**config.mk**
```make
export PLATFORM = sky130hd
export DESIGN_NAME = prio_enc_rr_pipe_flat
export DESIGN_NICKNAME = d
export VERILOG_FILES = /design/src/rtl/prio_enc_rr_pipe_if.sv /design/src/rtl/prio_enc_rr_pipe.sv /design/src/flat_wrapper.sv
export SDC_FILE = /design/constraint.sdc
export NUM_CORES = 1
export LEC_CHECK = 0
export CORE_MARGIN = 2
export CORE_UTILIZATION = 40
export DETAILED_ROUTE_END_ITERATION = 12
export GPL_TIMING_DRIVEN = 0
export HOLD_SLACK_MARGIN = 0.1
export MAX_ROUTING_LAYER = met4
export PLACE_DENSITY = 0.73
export SYNTH_ARGS = -nofsm -noshare
export SYNTH_HDL_FRONTEND = slang
export SYNTH_SLANG_ARGS = --single-unit
```
**constraint.sdc**
```tcl
create_clock -name clk -period 6.6 [get_ports clk]
set_input_delay 0.66 -clock clk [delete_from_list [all_inputs] [get_ports clk]]
set_output_delay 0.66 -clock clk [all_outputs]
set_load 0.03 [all_outputs]
```
**src/rtl/prio_enc_rr_pipe_if.sv**
```systemverilog
// Handshake bundle for prio_enc_rr_pipe: request side (in_*, req, mode) and
// grant side (out_*). The arbiter is the slave; the producer/consumer pair is the master.
interface prio_enc_rr_pipe_if #(
  parameter int N = 64
) ();
  localparam int IDX_W = $clog2(N);

  logic             in_valid;
  logic             in_ready;
  logic [N-1:0]     req;
  logic             mode;
  logic             out_valid;
  logic             out_ready;
  logic             out_found;
  logic [IDX_W-1:0] out_idx;
  logic [N-1:0]     out_onehot;

  modport master (
    output in_valid, req, mode, out_ready,
    input  in_ready, out_valid, out_found, out_idx, out_onehot
  );

  modport slave (
    input  in_valid, req, mode, out_ready,
    output in_ready, out_valid, out_found, out_idx, out_onehot
  );
endinterface

```
**src/rtl/prio_enc_rr_pipe.sv**
```systemverilog
// Two-stage pipelined N-input priority encoder / arbiter with per-transaction
// fixed (lowest index) or round-robin priority and valid/ready flow control.
module prio_enc_rr_pipe #(
  parameter  int N     = 64,
  localparam int IDX_W = $clog2(N)
) (
  input  logic              clk,
  input  logic              rst_n,
  prio_enc_rr_pipe_if.slave bus
);

  logic             r_s1_v;
  logic [N-1:0]     r_s1_req;
  logic             r_s1_mode;

  logic             r_s2_v;
  logic             r_found;
  logic [IDX_W-1:0] r_idx;
  logic [N-1:0]     r_onehot;
  logic [IDX_W-1:0] r_ptr;

  logic             w_s1_adv;
  logic             w_s2_adv;
  logic [N-1:0]     w_rr_mask;
  logic [N-1:0]     w_masked;
  logic [N-1:0]     w_sel;
  logic [N-1:0]     w_onehot;
  logic             w_found;
  logic [IDX_W-1:0] w_idx;
  logic [IDX_W-1:0] w_ptr_nxt;

  assign w_s2_adv = !r_s2_v || bus.out_ready;
  assign w_s1_adv = !r_s1_v || w_s2_adv;

  always_ff @(posedge clk or negedge rst_n) begin
    if (!rst_n) begin
      // NOTE: state registers use non-blocking assignment so every flop samples pre-edge values.
      r_s1_v    <= 1'b0;
      r_s1_req  <= '0;
      r_s1_mode <= 1'b0;
    end else if (w_s1_adv) begin
      r_s1_v <= bus.in_valid;
      if (bus.in_valid) begin
        r_s1_req  <= bus.req;
        r_s1_mode <= bus.mode;
      end
    end
  end

  always_comb begin
    // NOTE: defaults first so no path leaves a combinational signal unassigned (no latch).
    w_rr_mask = '0;
    for (int i = 0; i < N; i++) begin
      w_rr_mask[i] = (IDX_W'(i) >= r_ptr);
    end
  end

  // Round-robin searches from ptr upward; if nothing at or above ptr, wrap to the full vector.
  assign w_masked = r_s1_req & w_rr_mask;
  assign w_sel    = (r_s1_mode && (|w_masked)) ? w_masked : r_s1_req;
  assign w_onehot = w_sel & (~w_sel + N'(1));
  assign w_found  = |r_s1_req;

  always_comb begin
    w_idx = '0;
    for (int i = 0; i < N; i++) begin
      if (w_onehot[i]) begin
        w_idx = w_idx | IDX_W'(i);
      end
    end
  end

  assign w_ptr_nxt = (w_idx == IDX_W'(N - 1)) ? '0 : w_idx + IDX_W'(1);

  always_ff @(posedge clk or negedge rst_n) begin
    if (!rst_n) begin
      r_s2_v   <= 1'b0;
      r_found  <= 1'b0;
      r_idx    <= '0;
      r_onehot <= '0;
      r_ptr    <= '0;
    end else if (w_s2_adv) begin
      r_s2_v <= r_s1_v;
      if (r_s1_v) begin
        r_found  <= w_found;
        r_idx    <= w_idx;
        r_onehot <= w_onehot;
        if (r_s1_mode && w_found) begin
          r_ptr <= w_ptr_nxt;
        end
      end
    end
  end

  assign bus.in_ready   = w_s1_adv;
  assign bus.out_valid  = r_s2_v;
  assign bus.out_found  = r_found;
  assign bus.out_idx    = r_idx;
  assign bus.out_onehot = r_onehot;

endmodule

```
**src/flat_wrapper.sv**
```systemverilog
// flat-port wrapper written by rule: the top's interface ports become plain ports
module prio_enc_rr_pipe_flat 
#(
  parameter  int N     = 64,
  localparam int IDX_W = $clog2(N)
)
  (clk, rst_n, bus_in_valid, bus_req, bus_mode, bus_out_ready, bus_in_ready, bus_out_valid, bus_out_found, bus_out_idx, bus_out_onehot);
  prio_enc_rr_pipe_if #(.N(N)) bus_i ();
  input  logic clk;
  input  logic rst_n;
  input wire logic [$bits(bus_i.in_valid)-1:0] bus_in_valid;
  input wire logic [$bits(bus_i.req)-1:0] bus_req;
  input wire logic [$bits(bus_i.mode)-1:0] bus_mode;
  input wire logic [$bits(bus_i.out_ready)-1:0] bus_out_ready;
  output wire logic [$bits(bus_i.in_ready)-1:0] bus_in_ready;
  output wire logic [$bits(bus_i.out_valid)-1:0] bus_out_valid;
  output wire logic [$bits(bus_i.out_found)-1:0] bus_out_found;
  output wire logic [$bits(bus_i.out_idx)-1:0] bus_out_idx;
  output wire logic [$bits(bus_i.out_onehot)-1:0] bus_out_onehot;
  assign bus_i.in_valid = bus_in_valid;
  assign bus_i.req = bus_req;
  assign bus_i.mode = bus_mode;
  assign bus_i.out_ready = bus_out_ready;
  assign bus_in_ready = bus_i.in_ready;
  assign bus_out_valid = bus_i.out_valid;
  assign bus_out_found = bus_i.out_found;
  assign bus_out_idx = bus_i.out_idx;
  assign bus_out_onehot = bus_i.out_onehot;
  prio_enc_rr_pipe #(.N(N)) u_core (.clk(clk), .rst_n(rst_n), .bus(bus_i));
endmodule
```
[Word level (Yosys, flattened, before mapping)]
Cells that the tools add are included.
Storage, ports and cells
  flip-flop bits (word level): 144
  latch bits: 0
  bits in writable memories: 0
  memory bits (read-only): 0
  input bits: 69
  output and inout bits: 73
  word-level logic and storage cells: 172
  memories: 0
Operators by class
  add/sub/neg operators: 2
  $mul: 0
  div/mod/pow operators: 0
  $lt $le $gt $ge: 64
  equal/unequal tests: 4
  shift-type cells: 0
  muxes and demuxes: 80
  bitwise operators: 3
  reductions and logical operators: 11
Operator list (number)
  2-to-1 mux 64 bit: 5
  2-to-1 mux 6 bit: 40
  greater-or-equal comparator 6 bit, first input constant: 32
  bitwise AND 64 bit: 2
  OR reduction 64 bit: 2
  greater-or-equal comparator 5 x 6 -> 1 bit, first input constant: 16
  2-to-1 mux 5 bit: 16
  adder 64 x 1 -> 64 bit, second input constant: 1
  inverter 64 bit: 1
  greater-or-equal comparator 4 x 6 -> 1 bit, first input constant: 8
  2-to-1 mux 4 bit: 8
  greater-or-equal comparator 3 x 6 -> 1 bit, first input constant: 4
  greater-or-equal comparator 1 x 6 -> 1 bit, first input constant: 2
  greater-or-equal comparator 2 x 6 -> 1 bit, first input constant: 2
  2-to-1 mux 3 bit: 4
  adder 6 x 1 -> 6 bit, second input constant: 1
  == test 6 bit, second input constant: 1
  2-to-1 mux 1 bit: 5
  2-to-1 mux 2 bit: 2
  inequality test 2 bit, second input constant: 2
  AND reduction 2 bit: 2
  AND reduction 3 bit: 1
  logical AND 1 bit: 2
  logical NOT 1 bit: 2
  2 further kinds: 3

[Depth between registers and ports, before layout]
  depth in word-level cells: 78
  mapped depth: 23
  gate-level depth less buffers: 17

[Least setup slack after synthesis]
Ideal clock, no wire load.
  path type: reg-to-reg
  start: register u_core.r_ptr[0]
  end: register u_core.r_ptr[5]
  setup time: 0.122 ns
  arrival: 4.329 ns
  required time: 6.478 ns
  path slack: 2.149 ns
  stages on the path, launching flop included: 19
  path buffers: 1
  clock period less this slack: 4.451 ns
  cells stage by stage: dfrtp_1 > buf_6 > a311o_1 > a221o_1 > nand4_2 > nor2_2 > and4_4 > a211o_1 > a222oi_1 > nand4_1 > nor4_4 > o221a_2 > nand3b_4 > nor3_2 > inv_1 > ha_1 > nor3b_2 > a21oi_2 > a32o_1
On the way
  elaborated cells between the ends (all ways): 142
  classes of those cells: add/sub: 2; order compare: 64; eq/ne: 1; mux: 70; bitwise: 3; reduce/logical: 2
RTL lines
  from (decl): RTL line prio_enc_rr_pipe.sv:20  | logic [IDX_W-1:0] r_ptr;
  from (signal assigned): RTL line prio_enc_rr_pipe.sv:89  | r_ptr <= w_ptr_nxt;
  greater-or-equal comparator 1 x 6 -> 1 bit (tied with other cells): RTL line prio_enc_rr_pipe.sv:54  | w_rr_mask[i] = (IDX_W'(i) >= r_ptr);
  bitwise AND 64 bit *: RTL line prio_enc_rr_pipe.sv:59  | assign w_masked = r_s1_req & w_rr_mask;
  OR reduction 64 bit: RTL line prio_enc_rr_pipe.sv:60  | assign w_sel = (r_s1_mode && (|w_masked)) ? w_masked : r_s1_req;
  logical AND 1 bit: RTL line prio_enc_rr_pipe.sv:60
  2-to-1 mux 64 bit *: RTL line prio_enc_rr_pipe.sv:60
  inverter 64 bit: RTL line prio_enc_rr_pipe.sv:61  | assign w_onehot = w_sel & (~w_sel + N'(1));
  adder 64 x 1 -> 64 bit: RTL line prio_enc_rr_pipe.sv:61
  bitwise AND 64 bit *: RTL line prio_enc_rr_pipe.sv:61
  (+62 left out)
  via u_core.w_idx[1]: RTL line prio_enc_rr_pipe.sv:29  | logic [IDX_W-1:0] w_idx;
  adder 6 x 1 -> 6 bit or == test 6 bit (tied branches): RTL line prio_enc_rr_pipe.sv:73  | assign w_ptr_nxt = (w_idx == IDX_W'(N - 1)) ? '0 : w_idx + IDX_W'(1);
  2-to-1 mux 6 bit *: RTL line prio_enc_rr_pipe.sv:73
  2-to-1 mux 6 bit *: RTL line prio_enc_rr_pipe.sv:88  | if (r_s1_mode && w_found) begin
  2-to-1 mux 6 bit *: RTL line prio_enc_rr_pipe.sv:84  | if (r_s1_v) begin
  2-to-1 mux 6 bit *: RTL line prio_enc_rr_pipe.sv:82  | end else if (w_s2_adv) begin
  2-to-1 mux 6 bit *: RTL line prio_enc_rr_pipe.sv:84
  2-to-1 mux 6 bit *: RTL line prio_enc_rr_pipe.sv:82
Mark *: on every way through the listed nets, which the timed path passes. The rest lies on a longest branch. The select of a mux whose other input is x is not followed.
A chain may end at the register's enable or synchronous reset.

[Worst setup path after layout]
  start: register u_core.r_ptr[3]
  end: register u_core.r_ptr[5]
On the way
  longest elaborated chain between the ends: 78
  elaborated cells between the ends (all ways): 142
  classes of those cells: add/sub: 2; order compare: 64; eq/ne: 1; mux: 70; bitwise: 3; reduce/logical: 2
Ends and longest elaborated chain (RTL line)
  greater-or-equal comparator 1 x 6 -> 1 bit (tied with other cells): prio_enc_rr_pipe.sv:54
  bitwise AND 64 bit *: prio_enc_rr_pipe.sv:59
  OR reduction 64 bit: prio_enc_rr_pipe.sv:60
  logical AND 1 bit: prio_enc_rr_pipe.sv:60
  2-to-1 mux 64 bit *: prio_enc_rr_pipe.sv:60
  inverter 64 bit: prio_enc_rr_pipe.sv:61
  adder 64 x 1 -> 64 bit: prio_enc_rr_pipe.sv:61
  bitwise AND 64 bit *: prio_enc_rr_pipe.sv:61
  (+63 left out)
  via u_core.w_idx[0]: prio_enc_rr_pipe.sv:29
  adder 6 x 1 -> 6 bit or == test 6 bit (tied branches): prio_enc_rr_pipe.sv:73
  2-to-1 mux 6 bit *: prio_enc_rr_pipe.sv:73
  2-to-1 mux 6 bit *: prio_enc_rr_pipe.sv:88
  2-to-1 mux 6 bit *: prio_enc_rr_pipe.sv:84
  2-to-1 mux 6 bit *: prio_enc_rr_pipe.sv:82
  2-to-1 mux 6 bit *: prio_enc_rr_pipe.sv:84
  2-to-1 mux 6 bit *: prio_enc_rr_pipe.sv:82
Marks and branches as above.

==> impl_results.md <==
- Status: completed
- Routed length per instance: about 29 µm
- Worst slew pin tran: 1240 ps
- Critical path arrival: 6840 ps
- Layout cell share with drive strength beyond 1: 0.150
- Area Overhead vs Synth: 25.5%
- Ant diodes: 0
- Share of the synthesized area in the top cell type: 0.383
- Final setup slack of the worst path: 131 ps
- Die Wd: 157 µm
- Worst path bufs/invs: 5
- CTS sink count: between 100 and 150
- Util after Layout: 0.508
- Number of DRC markers in iteration 0: 1430
- Total GRT Usage: 0.376
- Clk pin slew, worst setup/hold paths: 60 ps
- Tot Pwr: 3.25 mW
- Worst-Skew Late Latency: 440 ps
- Number of synthesized register bits: 144
- M3 GR Usage: 0.0809
- RSZ-0062 raised after global routing: false
- WP data required: 6970 ps
- Die area: roughly 25000 µm²
- Worst R2R End: u_core.r_ptr[5]$_DFFE_PN0P_
- Register area share after synthesis: 0.383
- Core Box Area: 23300 µm²
- Synth cell count leaders: nand2_1, dfrtp_1, o21ai_0, nor2_1, mux2_2
- Pre-CTS WS: -337 ps
- Warnings, synthesis: 0
- CTS tree: done
- Headroom to the max-slew limit: 0.159
- Hold Worst Slack: 166 ps
- Critical path's slowest cell: dfrtp_1
- Detailed Route WL: 44.9 mm
- Critical-path cell list: and2_1 -> buf_2 -> a31oi_1 -> a221oi_2 -> nand3_1 -> or3_1 -> buf_6 -> clkbuf_1 -> o21ai_1 -> buf_2 -> o21ai_0 -> o2111ai_1 -> o21ai_0 -> o21ai_0 -> nand4_1 -> nor4_4 -> inv_1 -> ha_1 -> nor3b_2 -> a21oi_2 -> a32o_1
- Max Cap Viol: 0
- Post-synth EDFFs: 0
- Max stage delay on crit path: ~520 ps
- Max IR drop VDD: between 0.15 and 0.2 mV
- Ports: between 100 and 150
- Synth unique cells: 96
- Vias in the first global route: 9305
- Leakage power: 4.61 nW
- Power density over the cells: between 200 and 300 nW/µm²
- H-tree levels: 4
- Initial antenna violation count: 1
- Top Usage Layer GRT: met2
- HP Class: input port to async pin
- Grt met1 use: 0.508
- Final setup vio count: 0
- DIE HEIGHT: 157 µm
- Critical path peak fanout: 10
- Max-slew violation count: 0
- Antenna Nets Post-Route: 0
- GRT overflow: 0
- Initial Util: 0.404
- FP Rows: 56
- Met2 GRT Util: 0.542
- Final Hold Violating Endpoints: 0
- Critical Path Start Type: register
- Cell Area, Synth: about 9400 µm²
- Worst setup EP type: register
- Area leader, netlist: dfrtp_1
- Syn Nets: around 1200
- First-pass GRT wire length: 64.7 mm
- Setup TNS: 0 ps
- Delay-heaviest family, CP: compound AO/OA/AOI/OAI gates
- Worst reg2reg path depth: 21
- CTS Root Cell: clkbuf_16
- Largest net degree at the start of global routing: 87
- Tcrit/Tclk final: 0.980
- Clock Skew: roughly 11 ps
- Port Buf Inserts: 141
- Post-DR vias/cell: 6.40
- GPL Wtd Cong: 1.04
- Most frequent CP cell: o21ai_0
- Top cells by area, synth: dfrtp_1, mux2_2, nand2_1, o21ai_0, nor2_1
- Pre-antenna DRT Iters: 6
- Final nets: 1311
- CTS Buf Count: 17
- Cts hold-fix bufs: 0
- Via Count: 10100
- Crit Path Category: register to register
- Async set-or-reset flop fraction in the synthesized netlist: 1.00
- Syn Area/Cell: 8.71 µm²
- Post-DP HPWL: 35.6 mm
- FF-to-FF Start: u_core.r_ptr[3]$_DFFE_PN0P_
- DRC: 0
- Top_reg_cell synth: dfrtp_1
- Min cycle time layout: 6470 ps
- F_max: around 150 MHz
- Reg-to-reg setup timing slack: 130 ps
- Mapped Cells: 1080
- Cell with the most instances after synthesis: nand2_1
- Clock buffer depth: 2
- Post-CTS resize count: 3
- Post-CTS setup buffers: 0
==> how the worst max path moves through the flow <==
stage                                            end                         from  cells past startpoint  slack [ps]
6_report                 u_core.r_ptr[5]$_DFFE_PN0P_  u_core.r_ptr[3]$_DFFE_PN0P_                     21         130
2_1_floorplan            u_core.r_ptr[5]$_DFFE_PN0P_  u_core.r_ptr[0]$_DFFE_PN0P_                     18        2150
5_1_grt                  u_core.r_ptr[5]$_DFFE_PN0P_  u_core.r_ptr[3]$_DFFE_PN0P_                     21           9
3_3_place_gp   u_core.bus.out_onehot[13]$_DFFE_PN0P_                        rst_n                      1        -720
3_5_place_dp             u_core.r_ptr[5]$_DFFE_PN0P_  u_core.r_ptr[5]$_DFFE_PN0P_                     19        -340
4_1_cts                  u_core.r_ptr[5]$_DFFE_PN0P_  u_core.r_ptr[3]$_DFFE_PN0P_                     21         180
==> worst register-to-register path, stage by stage (launching register included) <==
cell       delay (ps)
dfrtp_1           520
and2_1            180
buf_2             260
a31oi_1           210
a221oi_2          450
nand3_1           290
or3_1             430
buf_6             150
clkbuf_1          310
o21ai_1           460
buf_2             340
o21ai_0           110
o2111ai_1         340
o21ai_0           250
o21ai_0           360
nand4_1           310
nor4_4            490
inv_1              90
ha_1              220
nor3b_2           180
a21oi_2           240
a32o_1            190
==> area by class of cell <==
cell class                      count  area [µm²]
Multi-Input combinational cell    851        5370
Inverter                           19        71.3
Clock inverter                     14         120
Buffer                             66         378
Clock buffer                       17         425
Tap cell                          319         399
Timing Repair Buffer              142        1440
Fill cell                        2272       11500
Sequential cell                   144        3600
==> metrics by stage <==
| stage | instances | cell area, µm² |
|---|---|---|
| final | 1572 | 11800 |
| after global routing | 1572 | 11800 |
| after CTS | 1572 | 11800 |
| after detailed placement | 1541 | 11200 |
| after global placement | 1540 | 11200 |
| after floorplan | 1080 | 9410 |
==> power breakdown <==
group	leakage (nW)	switching (mW)	internal [mW]
Clock	0.262	0.451	0.492
Sequential	1.84	0.155	0.973
Combinational	2.51	0.784	0.393
Total	4.61	1.39	1.86
==> layer usage <==
layer,share of wire,vias to the layer above
met1,0.42,4875
met5,0,-
met2,0.43,672
met3,0.10,148
li1,-,4361
met4,0.052,0
==> cell usage in the layout, fill, tap and decap left out, types with 31 or more instances in the layout <==
cell | synthesis | layout
nand2_1 | 167 | 167
dfrtp_1 | 144 | 144
clkdlybuf4s50_1 | 0 | 140
o21ai_0 | 97 | 95
nor2_1 | 75 | 75
mux2_2 | 70 | 70
a21oi_1 | 54 | 54
clkbuf_1 | 36 | 34
nand3_1 | 34 | 34
o31ai_1 | 31 | 31
==> sequential cells by signal, indices dropped and copies added (netlist names) <==
register,cells
u_core.bus.out_valid,1
u_core.bus.out_onehot,64
u_core.r_s1_mode,1
u_core.r_s1_req,64
u_core.r_s1_v,1
u_core.r_ptr,6
u_core.bus.out_idx,6
u_core.bus.out_found,1
==> logic make-up (layout without fill, tap and decap cells) <==
kind of cell	Yosys count	count (layout)	share of synthesized area
simple gates	449	449	0.247
mux	71	71	0.0849
xor+xnor	3	3	0.00279
flops	144	144	0.383
fa+ha+maj	2	2	0.00239
compound gates	326	326	0.233
buf+inv	85	258	0.0475
Note: power is estimated with default switching activity, not from simulation.
